File: src/rtl/read_buffer_ctrl.sv
// Line read controller for a pixel line striped over three single-port banks.
// Streams pixels in order and builds a 3-tap horizontal window with border replication.
module read_buffer_ctrl #(
  parameter int DATA_WD  = 8,
  parameter int RAM_WD   = 8,
  parameter int LINE_LEN = 640
) (
  input  logic               clk_i,
  input  logic               rst_ni,
  input  logic               start_i,
  input  logic               abort_i,
  input  logic [DATA_WD-1:0] ram0_rdata_i,
  input  logic [DATA_WD-1:0] ram1_rdata_i,
  input  logic [DATA_WD-1:0] ram2_rdata_i,
  output logic [RAM_WD-1:0]  ram0_addr_o,
  output logic [RAM_WD-1:0]  ram1_addr_o,
  output logic [RAM_WD-1:0]  ram2_addr_o,
  output logic               ram0_en_o,
  output logic               ram1_en_o,
  output logic               ram2_en_o,
  output logic [DATA_WD-1:0] pix_o,
  output logic               pix_valid_o,
  output logic [DATA_WD-1:0] win_l_o,
  output logic [DATA_WD-1:0] win_c_o,
  output logic [DATA_WD-1:0] win_r_o,
  output logic               win_valid_o,
  output logic [9:0]         win_x_o,
  output logic               sol_o,
  output logic               eol_o,
  output logic               busy_o,
  output logic               done_o
);

  localparam int CW = $clog2(LINE_LEN + 1);
  localparam logic [CW-1:0] RD_END = CW'(LINE_LEN);
  localparam logic [9:0]    LAST_X = 10'(LINE_LEN - 1);

  typedef enum logic [1:0] {IDLE, READ, DRAIN, DONE} state_e;

  state_e              state_q;
  logic [CW-1:0]       rdCnt_q;
  logic [1:0]          bankCnt_q;
  logic [RAM_WD-1:0]   addrCnt_q;

  logic                rdValid_q;
  logic [1:0]          rdBank_q;
  logic [DATA_WD-1:0]  rdData;
  logic [DATA_WD-1:0]  tapA_q;
  logic [DATA_WD-1:0]  tapB_q;
  logic                aValid_q;
  logic [9:0]          winCnt_q;
  logic                abortHit;
  logic                emit;

  assign abortHit = abort_i && ((state_q == READ) || (state_q == DRAIN));

  // Read sequencer: rdCnt/bankCnt/addrCnt always describe the next read to issue.
  always_ff @(posedge clk_i or negedge rst_ni) begin
    if (!rst_ni) begin
      state_q     <= IDLE;
      rdCnt_q     <= '0;
      bankCnt_q   <= '0;
      addrCnt_q   <= '0;
      ram0_addr_o <= '0;
      ram1_addr_o <= '0;
      ram2_addr_o <= '0;
      ram0_en_o   <= 1'b0;
      ram1_en_o   <= 1'b0;
      ram2_en_o   <= 1'b0;
      busy_o      <= 1'b0;
      done_o      <= 1'b0;
    end else begin
      done_o <= 1'b0;
      if (abortHit) begin
        state_q     <= IDLE;
        rdCnt_q     <= '0;
        bankCnt_q   <= '0;
        addrCnt_q   <= '0;
        ram0_addr_o <= '0;
        ram1_addr_o <= '0;
        ram2_addr_o <= '0;
        ram0_en_o   <= 1'b0;
        ram1_en_o   <= 1'b0;
        ram2_en_o   <= 1'b0;
        busy_o      <= 1'b0;
      end else begin
        case (state_q)
          IDLE: begin
            if (start_i) begin
              state_q     <= READ;
              busy_o      <= 1'b1;
              ram0_en_o   <= 1'b1;
              ram1_en_o   <= 1'b0;
              ram2_en_o   <= 1'b0;
              ram0_addr_o <= '0;
              ram1_addr_o <= '0;
              ram2_addr_o <= '0;
              bankCnt_q   <= 2'd1;
              addrCnt_q   <= '0;
              rdCnt_q     <= CW'(1);
            end
          end
          READ: begin
            if (rdCnt_q == RD_END) begin
              ram0_en_o <= 1'b0;
              ram1_en_o <= 1'b0;
              ram2_en_o <= 1'b0;
              state_q   <= DRAIN;
            end else begin
              ram0_en_o   <= (bankCnt_q == 2'd0);
              ram1_en_o   <= (bankCnt_q == 2'd1);
              ram2_en_o   <= (bankCnt_q == 2'd2);
              ram0_addr_o <= addrCnt_q;
              ram1_addr_o <= addrCnt_q;
              ram2_addr_o <= addrCnt_q;
              rdCnt_q     <= rdCnt_q + CW'(1);
              if (bankCnt_q == 2'd2) begin
                bankCnt_q <= 2'd0;
                addrCnt_q <= addrCnt_q + RAM_WD'(1);
              end else begin
                bankCnt_q <= bankCnt_q + 2'd1;
              end
            end
          end
          DRAIN: begin
            if (win_valid_o && eol_o) begin
              state_q <= DONE;
              done_o  <= 1'b1;
              busy_o  <= 1'b0;
            end
          end
          DONE: begin
            state_q   <= IDLE;
            rdCnt_q   <= '0;
            bankCnt_q <= '0;
            addrCnt_q <= '0;
          end
          default: state_q <= IDLE;
        endcase
      end
    end
  end

  always_comb begin
    rdData = ram0_rdata_i;
    if (rdBank_q == 2'd1) begin
      rdData = ram1_rdata_i;
    end else if (rdBank_q == 2'd2) begin
      rdData = ram2_rdata_i;
    end
  end

  // The last window has no right neighbour in flight, so it fires on the tap alone.
  assign emit = aValid_q && (pix_valid_o || (winCnt_q == LAST_X));

  always_ff @(posedge clk_i or negedge rst_ni) begin
    if (!rst_ni) begin
      rdValid_q   <= 1'b0;
      rdBank_q    <= '0;
      pix_o       <= '0;
      pix_valid_o <= 1'b0;
      tapA_q      <= '0;
      tapB_q      <= '0;
      aValid_q    <= 1'b0;
      winCnt_q    <= '0;
      win_l_o     <= '0;
      win_c_o     <= '0;
      win_r_o     <= '0;
      win_x_o     <= '0;
      win_valid_o <= 1'b0;
      sol_o       <= 1'b0;
      eol_o       <= 1'b0;
    end else begin
      rdValid_q   <= (ram0_en_o || ram1_en_o || ram2_en_o) && !abortHit;
      rdBank_q    <= ram1_en_o ? 2'd1 : (ram2_en_o ? 2'd2 : 2'd0);
      pix_valid_o <= rdValid_q && !abortHit;
      aValid_q    <= pix_valid_o && !abortHit;
      if (rdValid_q) begin
        pix_o <= rdData;
      end
      if (pix_valid_o) begin
        tapA_q <= pix_o;
        tapB_q <= tapA_q;
      end
      if (abortHit || ((state_q == IDLE) && start_i)) begin
        winCnt_q    <= '0;
        win_valid_o <= 1'b0;
        sol_o       <= 1'b0;
        eol_o       <= 1'b0;
      end else if (emit) begin
        win_l_o     <= (winCnt_q == 10'd0) ? tapA_q : tapB_q;
        win_c_o     <= tapA_q;
        win_r_o     <= (winCnt_q == LAST_X) ? tapA_q : pix_o;
        win_x_o     <= winCnt_q;
        win_valid_o <= 1'b1;
        sol_o       <= (winCnt_q == 10'd0);
        eol_o       <= (winCnt_q == LAST_X);
        winCnt_q    <= winCnt_q + 10'd1;
      end else begin
        win_valid_o <= 1'b0;
        sol_o       <= 1'b0;
        eol_o       <= 1'b0;
      end
    end
  end

endmodule

File: config.mk
export PLATFORM = sky130hd
export DESIGN_NAME = read_buffer_ctrl
export DESIGN_NICKNAME = d
export VERILOG_FILES = /design/src/rtl/read_buffer_ctrl.sv
export SDC_FILE = /design/constraint.sdc
export NUM_CORES = 1
export LEC_CHECK = 0
export BUFFER_PORTS_ARGS = -buffer_cell sky130_fd_sc_hd__buf_2
export CORE_MARGIN = 2
export CORE_UTILIZATION = 45
export DETAILED_ROUTE_END_ITERATION = 6
export HOLD_SLACK_MARGIN = 0.1
export PLACE_DENSITY = 0.75
export SYNTH_ARGS = -nofsm -noshare
export SYNTH_HDL_FRONTEND = slang
export SYNTH_SLANG_ARGS = --single-unit
File: constraint.sdc
create_clock -name clk_i -period 6.07 [get_ports clk_i]
set_input_delay 0.9105 -clock clk_i [delete_from_list [all_inputs] [get_ports clk_i]]
set_output_delay 0.9105 -clock clk_i [all_outputs]
set_load 0.05 [all_outputs]
==> flow_metrics.env, run 1 <==
export IMPL_outcome="complete, no violations"
export IMPL_synth_edf_count=0
export IMPL_worstSetupPathType="reg -> reg"
export IMPL_ir_drop_v=0.000240
export IMPL_ff2ff_setup_slack_ps=3310
export IMPL_fin_util_pct=52.6
export IMPL_rows=40
export IMPL_place_gp_congestion=0.850
export IMPL_ff2ff_path_depth=6
export IMPL_grt_setup_unrepaired="false"
export IMPL_first_pass_iters=5
export IMPL_grt_util_all_layers_pct=18.9
export IMPL_timing_rr_end="win_r_o[0]"
export IMPL_routedWlPerCell_um=16.8
export IMPL_dp_cells=685
export IMPL_die_h_um=115
export IMPL_path_clk_slew_ps=80
export IMPL_drc=0
export IMPL_coreArea_um2=12000
export IMPL_drt_initial_drc_count=239
export IMPL_cts_tree="yes"
export IMPL_io_pins=103
export IMPL_start_util_pct=46.0
export IMPL_clock_sinks=111
export IMPL_tns_ps=0
export IMPL_first_global_vias=4035
export IMPL_area_growth_pct=14.4
export IMPL_antenna_diode_count=0
export IMPL_synth_cell_types=61
export IMPL_yosysWarnings=0
export IMPL_final_antenna_net_count=0
export IMPL_max_freq_mhz=362
export IMPL_finClkSkew_ps=14.6
export IMPL_htreeDepth=3
export IMPL_ys_ff_latch=111
export IMPL_grt_ovfl_total=0
export IMPL_crit_path_end_kind="register"
export IMPL_max_slew_margin_pct=30.9
export IMPL_final_common_cell="dfrtp_1"
export IMPL_dpl_cell_area_um2=5990
export IMPL_leakage_nw=2.92
export IMPL_drive_gt1_share_pct=37.9
export IMPL_cts_made_buffers=9
export IMPL_via_per_inst=5.74
export IMPL_clk_latency_ps=350
export IMPL_layout_common_cells="dfrtp_1, buf_2, mux2_2"
export IMPL_netlist_area_um2=5500
export IMPL_synth_ff_type="dfrtp_1"
export IMPL_antenna_found_initial=1
export IMPL_avgSynthCellArea_um2=11.8
export IMPL_synth_nets=505
export IMPL_worstHoldPathCells=1
export IMPL_finalPower_w=0.00330
export IMPL_slew_violations=0
export IMPL_cts_resized=0
export IMPL_port_buffers=102
export IMPL_grt_max_degree=63
export IMPL_async_reset_ff_share_pct=100
export IMPL_path_max_fanout=35
export IMPL_cts_buffer_depth=2
export IMPL_grt_pass1_wl_um=20000
export IMPL_worst_setup_path_start_kind="register"
export IMPL_top_regs="rdCnt_q (10), winCnt_q (10), win_x_o (10)"
export IMPL_fill_cells=1010
export IMPL_drv_cap=0
export IMPL_nets=587
export IMPL_post_cts_buffers=0
export IMPL_finalInstanceArea_um2=6300
export IMPL_hold_viol=0
export IMPL_hold_start="win_c_o[7]"
export IMPL_root_buffer="clkbuf_16"
export IMPL_wl_um=11800
export IMPL_tightest_slew_ps=1030
export IMPL_die_x_um=115
export IMPL_die_area_um2=13100
export IMPL_synth_seq_area_share_pct=50.5
export IMPL_cp_arrival_ps=2990
export IMPL_setup_viol=0
export IMPL_dpl_hpwl_um=8570
export IMPL_r2r_start="state_q[0]"
export IMPL_vias=4022
export IMPL_whs_endpoint="win_c_o[7]"
export IMPL_layout_cells_non_filler=701
export IMPL_min_period_ps=2760
export IMPL_fin_crit_sh_pct=45.5
export IMPL_min_path_type="reg -> reg"
export IMPL_required_ps=6300
export IMPL_synth_cells=467
export IMPL_hold_buffers=0
export IMPL_power_density_nw_per_um2=525
## synthesized netlist by cell type, types with 4 or more instances
cell | number | area, um2
dfrtp_1 | 111 | 2780
mux2_2 | 76 | 856
a21oi_1 | 29 | 145
buf_4 | 16 | 120
nand2_1 | 16 | 60.1
nor2_1 | 16 | 60.1
o21ai_0 | 14 | 70.1
nand3_1 | 13 | 65.1
o31ai_1 | 13 | 97.6
a211oi_1 | 11 | 82.6
a22o_1 | 10 | 87.6
ha_1 | 10 | 125
inv_1 | 10 | 37.5
nor2b_1 | 10 | 62.6
mux2i_1 | 9 | 90.1
and3_1 | 7 | 43.8
nand4_1 | 7 | 43.8
or4_1 | 7 | 52.6
clkbuf_1 | 6 | 22.5
buf_6 | 5 | 56.3
nor3_1 | 5 | 25.0
and2_1 | 4 | 25.0
buf_2 | 4 | 20.0
o21a_1 | 4 | 30.0
or3_1 | 4 | 25.0
## cells by family (layout without fill, tap and decap cells)
| group | Yosys count | after routing | synth area share [%] |
|---|---|---|---|
| AO/OA/AOI/OAI | 104 | 104 | 13.1 |
| XOR/XNOR | 2 | 2 | 0.318 |
| adder cells (fa/ha/maj) | 10 | 10 | 2.27 |
| buffers and inverters | 43 | 130 | 4.80 |
| flip-flops | 111 | 111 | 50.5 |
| multiplexers | 85 | 85 | 17.2 |
| AND/OR/NAND/NOR | 112 | 112 | 11.9 |
## report_power, final
group	leakage, nW	internal [W]	switching, W
logic	1.34	0.000518	0.000984
registers	1.43	0.000964	0.000235
clock network	0.150	0.000298	0.000304
total	2.92	0.00178	0.00152
## worst max path at each step
stage	from	to	slack [ps]
2_1_floorplan	abort_i	win_c_o[0]	3910
5_1_grt	state_q[0]	win_l_o[7]	3110
3_5_place_dp	abort_i	win_r_o[2]	3140
3_3_place_gp	abort_i	win_x_o[1]	3240
4_1_cts	state_q[0]	win_l_o[7]	3310
6_report	state_q[0]	win_r_o[0]	3310
## metal layers
layer | share of wire [%] | global-route usage (%) | vias to the layer above
li1 | - | - | 1890
met1 | 44 | 24.2 | 2014
met2 | 51 | 33.0 | 102
met3 | 3.8 | 3.86 | 16
met4 | 1.4 | 4.39 | 0
met5 | 0 | 0 | -
## worst max-delay path: stages, from the launching register on
cell and delay, ps:
dfrtp_1 370, inv_1 100, ha_1 410, a22oi_1 410, nand2_1 180, nor2_4 750
mux2_2 420
## stage by stage
stage | hold slack (ps) | worst slack (ps)
2_1_floorplan | 475 | 3910
3_3_place_gp | 484 | 3240
3_5_place_dp | 489 | 3140
4_1_cts | 510 | 3310
5_1_grt | 523 | 3110
6_report | 505 | 3310
## final cells by class
class	count	area (um2)	area share, %
Sequential cell	111	2780	44.1
Multi-Input combinational cell	313	2460	39.1
Timing Repair Buffer	104	528	8.39
Clock buffer	9	225	3.58
Tap cell	147	184	2.92
Clock inverter	7	81.3	1.29
Inverter	10	37.5	0.596
Power figures use the tool's default switching activity.
==> inputs of run 2 (changes only) <==
- PLACE_DENSITY: 0.75 -> 0.77
- clock period: 6.07 -> 2.3 ns (I/O delays scaled with it)
==> run 2 against run 1 <==
Effect of this change: sequential share of layout area decreased by 1.3 points; critical endpoint is now win_r_o[7]; sequential power increased to 2.6 times the previous value; combinational power grew to 2.8 times the previous value; largest power group unchanged; largest cell class unchanged; flip-flop and latch count did not move.
==> flow_metrics.env, run 2 (synthesis results as in run 1) <==
export IMPL_grt_ovfl_total=0
export IMPL_htreeDepth=3
export IMPL_cp_cell_sequence="ha_1 -> and4bb_4 -> and3_1 -> mux2_2 -> mux2_2"
export IMPL_cts_tree="yes"
export IMPL_path_max_fanout=9
export IMPL_final_common_cell="dfrtp_1"
export IMPL_place_gp_congestion=0.907
export IMPL_max_freq_mhz=459
export IMPL_cpMostUsedCell="mux2_2"
export IMPL_crit_path_max_incr_delay_ps=430
export IMPL_clk_latency_ps=340
export IMPL_crit_slowest_cell="dfrtp_1"
export IMPL_root_buffer="clkbuf_16"
export IMPL_grt_setup_unrepaired="false"
export IMPL_clock_sinks=111
export IMPL_worstSetupPathType="reg -> reg"
export IMPL_required_ps=2530
export IMPL_cts_buffer_depth=2
export IMPL_antenna_found_initial=1
export IMPL_die_h_um=115
export IMPL_slew_violations=0
export IMPL_dpl_hpwl_um=8940
export IMPL_grt_max_degree=47
export IMPL_grt_util_all_layers_pct=19.2
export IMPL_first_pass_iters=4
export IMPL_hold_viol=0
export IMPL_leakage_nw=3.02
export IMPL_tightest_slew_ps=862
export IMPL_start_util_pct=46.0
export IMPL_nets=603
export IMPL_worstHoldPathCells=4
export IMPL_final_antenna_net_count=0
export IMPL_cp_arrival_ps=2410
export IMPL_tns_ps=0
export IMPL_path_clk_slew_ps=70
export IMPL_drv_cap=0
export IMPL_finClkSkew_ps=11.0
export IMPL_layout_common_cells="dfrtp_1, buf_2, mux2_2"
export IMPL_setup_viol=0
export IMPL_fin_crit_sh_pct=94.6
export IMPL_io_pins=103
export IMPL_port_buffers=102
export IMPL_drc=0
export IMPL_grt_pass1_wl_um=20000
export IMPL_routedWlPerCell_um=17.1
export IMPL_vias=4109
export IMPL_rows=40
export IMPL_top_regs="rdCnt_q (10), winCnt_q (10), win_x_o (10)"
export IMPL_via_per_inst=5.74
export IMPL_drt_initial_drc_count=259
export IMPL_fin_hold_ws_ps=418
export IMPL_min_period_ps=2180
export IMPL_first_global_vias=4008
export IMPL_die_area_um2=13100
export IMPL_ff2ff_path_depth=5
export IMPL_coreArea_um2=12000
export IMPL_finalInstanceArea_um2=6480
export IMPL_drive_gt1_share_pct=39.5
export IMPL_wl_um=12300
export IMPL_antenna_diode_count=0
export IMPL_outcome="complete, no violations"
export IMPL_crit_path_end_kind="register"
export IMPL_min_path_type="in -> reg"
export IMPL_area_growth_pct=17.7
export IMPL_worst_setup_path_start_kind="register"
export IMPL_ir_drop_v=0.000521
export IMPL_cts_made_buffers=9
export IMPL_dpl_cell_area_um2=6130
export IMPL_max_slew_margin_pct=42.6
export IMPL_die_x_um=115
export IMPL_fill_cells=1013
export IMPL_power_density_nw_per_um2=1410
## run 2: changes by cell type in the layout (fill, tap and decap cells not counted), sizes merged
cell	before	now
buf	104	119
inv	15	12
bufinv	0	3
clkinv	2	1
dlygate4sd3	0	1
## run 2: critical path, delay by kind of cell, from the launching register on
family,cells,cell delay (ps)
simple gates,2,730
mux,2,650
flops,1,430
fa+ha+maj,1,250
## run 2: repair_timing
action,CTS,global route
gates resized for setup,0,1
hold buffers,1,0
endpoints found under the hold margin,43,0
endpoints found under the setup margin,0,2
setup buffers,0,0
## run 2: path summary, 6_finish.rpt
path,from,end,slack (ps)
max,winCnt_q[0],win_r_o[7],120
min,ram2_rdata_i[0],pix_o[0],420
max reg2reg,winCnt_q[0],win_r_o[7],120
min reg2reg,win_x_o[2],win_x_o[2],500
max in group asynchronous,rst_ni,pix_o[3],1050
min in group asynchronous,rst_ni,win_c_o[5],550
## run 2: layout make-up
class                   instances  area [um2]  area share, %
multi-input cells             313        2460           38.0
clock buffers                   9         225           3.48
clock inverters                 6         116           1.80
well taps                     147         184           2.84
repair buffers                120         676           10.4
flip-flops and latches        111        2780           42.9
inverters                      10        37.5          0.579
## run 2: power breakdown
group | internal, W | switching (W)
registers | 0.00255 | 0.000589
logic | 0.00151 | 0.00270
clock network | 0.00107 | 0.000712
total | 0.00513 | 0.00400
## run 2: metal layers
layer,global-route usage [%],up-vias,share of wire [%]
met3,4.02,8,5.1
met1,25.5,2070,44
met4,5.77,0,0.86
met2,31.8,114,50
li1,-,1917,-
met5,0,-,0
## run 2: metrics by stage
step                power (W)  setup slack (ps)  util, %  std cells
finish                0.00913               123     54.2        716
global route          0.00963             0.355     54.2        716
global placement      0.00719               213     51.2        700
CTS                   0.00916               113     54.2        716
floorplan             0.00618               207        -        467
detailed placement    0.00736               131     51.2        700
==> inputs of run 3 (changes only) <==
- CORE_UTILIZATION: 45 -> 40
- PLACE_DENSITY: 0.77 -> 0.71
==> run 3 against run 2 <==
Effect of this change: setup slack worse by 25 ps; global-route usage is 1.8 points lower; count of clock-buffer cells in the layout is 1 higher; clock skew is 5.6 ps lower; flip-flop and latch count stayed put; largest cell class unchanged.
==> flow_metrics.env, run 3 (synthesis results as in run 1) <==
export IMPL_cts_buffer_depth=2
export IMPL_finalPower_w=0.00895
export IMPL_wl_um=12200
export IMPL_cpMostUsedCell="mux2_2"
export IMPL_max_freq_mhz=454
export IMPL_die_h_um=121
export IMPL_min_period_ps=2200
export IMPL_required_ps=2540
export IMPL_grt_ovfl_total=0
export IMPL_root_buffer="clkbuf_16"
export IMPL_min_path_type="in -> reg"
export IMPL_coreArea_um2=13300
export IMPL_nets=606
export IMPL_fin_util_pct=48.7
export IMPL_drive_gt1_share_pct=40.0
export IMPL_crit_path_end_kind="register"
export IMPL_cts_made_buffers=9
export IMPL_io_pins=103
export IMPL_cp_cell_sequence="ha_1 -> and4bb_4 -> and3_1 -> mux2_2 -> mux2_2"
export IMPL_final_antenna_net_count=0
export IMPL_dpl_hpwl_um=9100
export IMPL_cp_arrival_ps=2440
export IMPL_power_density_nw_per_um2=1380
export IMPL_max_slew_margin_pct=45.4
export IMPL_crit_buf_inv=0
export IMPL_routedWlPerCell_um=16.3
export IMPL_cts_tree="yes"
export IMPL_grt_pass1_wl_um=20200
export IMPL_die_x_um=121
export IMPL_final_common_cell="dfrtp_1"
export IMPL_drv_cap=0
export IMPL_fin_crit_sh_pct=95.7
export IMPL_drt_initial_drc_count=252
export IMPL_via_per_inst=5.46
export IMPL_outcome="complete, no violations"
export IMPL_tightest_slew_ps=819
export IMPL_antenna_found_initial=0
export IMPL_htreeDepth=3
export IMPL_ff2ff_setup_slack_ps=100
export IMPL_tns_ps=0
export IMPL_grt_max_degree=50
export IMPL_path_delay_family="simple AND/OR/NAND/NOR gates"
export IMPL_grt_util_all_layers_pct=17.4
export IMPL_worstSetupPathType="reg -> reg"
export IMPL_crit_slowest_cell="dfrtp_1"
export IMPL_post_cts_buffers=0
export IMPL_hold_viol=0
export IMPL_top_regs="rdCnt_q (10), winCnt_q (10), win_x_o (10)"
export IMPL_die_area_um2=14700
export IMPL_slew_violations=0
export IMPL_worst_setup_path_start_kind="register"
export IMPL_port_buffers=102
export IMPL_area_growth_pct=18.2
export IMPL_leakage_nw=3.02
export IMPL_ir_drop_v=0.000511
export IMPL_path_clk_slew_ps=70
export IMPL_first_global_vias=4026
export IMPL_place_gp_congestion=0.908
export IMPL_path_max_fanout=9
export IMPL_grt_setup_unrepaired="false"
export IMPL_antenna_diode_count=0
export IMPL_finClkSkew_ps=5.33
export IMPL_rows=42
export IMPL_crit_path_max_incr_delay_ps=440
export IMPL_vias=4091
export IMPL_drc=0
export IMPL_clock_sinks=111
export IMPL_layout_common_cells="dfrtp_1, buf_2, mux2_2"
export IMPL_first_pass_iters=4
export IMPL_start_util_pct=41.2
export IMPL_clk_latency_ps=350
export IMPL_setup_viol=0
[run 3: cell types whose count changed in the layout (fill, tap and decap cells not counted), sizes merged]
cell    before  now
buf        119  122
bufinv       3    1
clkbuf       9   10
clkinv       1    2
inv         12   13
[run 3: report_power, final]
| group | switching [W] | total (W) | internal, W |
|---|---|---|---|
| logic | 0.00270 | 0.00423 | 0.00153 |
| registers | 0.000572 | 0.00312 | 0.00255 |
| clock network | 0.000730 | 0.00159 | 0.000865 |
[run 3: worst paths after layout]
check / depth (start not counted) / endpoint / start
setup / recovery: 5 / win_r_o[3] / winCnt_q[1]
hold / removal: 4 / pix_o[5] / ram2_rdata_i[5]
setup reg to reg: 5 / win_r_o[3] / winCnt_q[1]
hold reg to reg: 1 / win_x_o[3] / win_x_o[3]
max in group asynchronous: 3 / rdCnt_q[5] / rst_ni
min in group asynchronous: 2 / win_c_o[0] / rst_ni
[run 3: what timing repair did]
item / in CTS / in global routing
setup endpoints to repair: 0 / 5
gates resized for setup: 0 / 2
hold buffers: 1 / 0
hold endpoints to repair: 44 / 0
[run 3: layer usage]
| metal | GRT usage, % | part of all wire (%) |
|---|---|---|
| met1 | 22.9 | 44 |
| met2 | 27.9 | 48 |
| met3 | 3.85 | 4.9 |
| met4 | 6.90 | 2.9 |
| met5 | 0 | 0 |
[run 3: worst min-delay path: stages]
cell,delay [ps]
buf_2,70
a211oi_1,60
a21oi_1,110
mux2_2,160
[run 3: through the flow]
stage / setup slack [ps] / area, um2 / cells / hold WS, ps
4_1_cts: 81.3 / 6500 / 749 / 405
2_1_floorplan: 207 / 5500 / 467 / 49.4
3_3_place_gp: 192 / 6190 / 732 / 391
5_1_grt: 7.83 / 6500 / 749 / 440
6_report: 97.9 / 6500 / 749 / 420
3_5_place_dp: 87.0 / 6190 / 732 / 397
[run 3: final cells by class]
cell class                 count  area [um2]
timing repair buffer         123         698
fill                        1236        6840
inverter                      10        37.5
tap                          176         220
clock inverter                 6        75.1
multi-input combinational    313        2470
clock buffer                  10         229
sequential                   111        2780
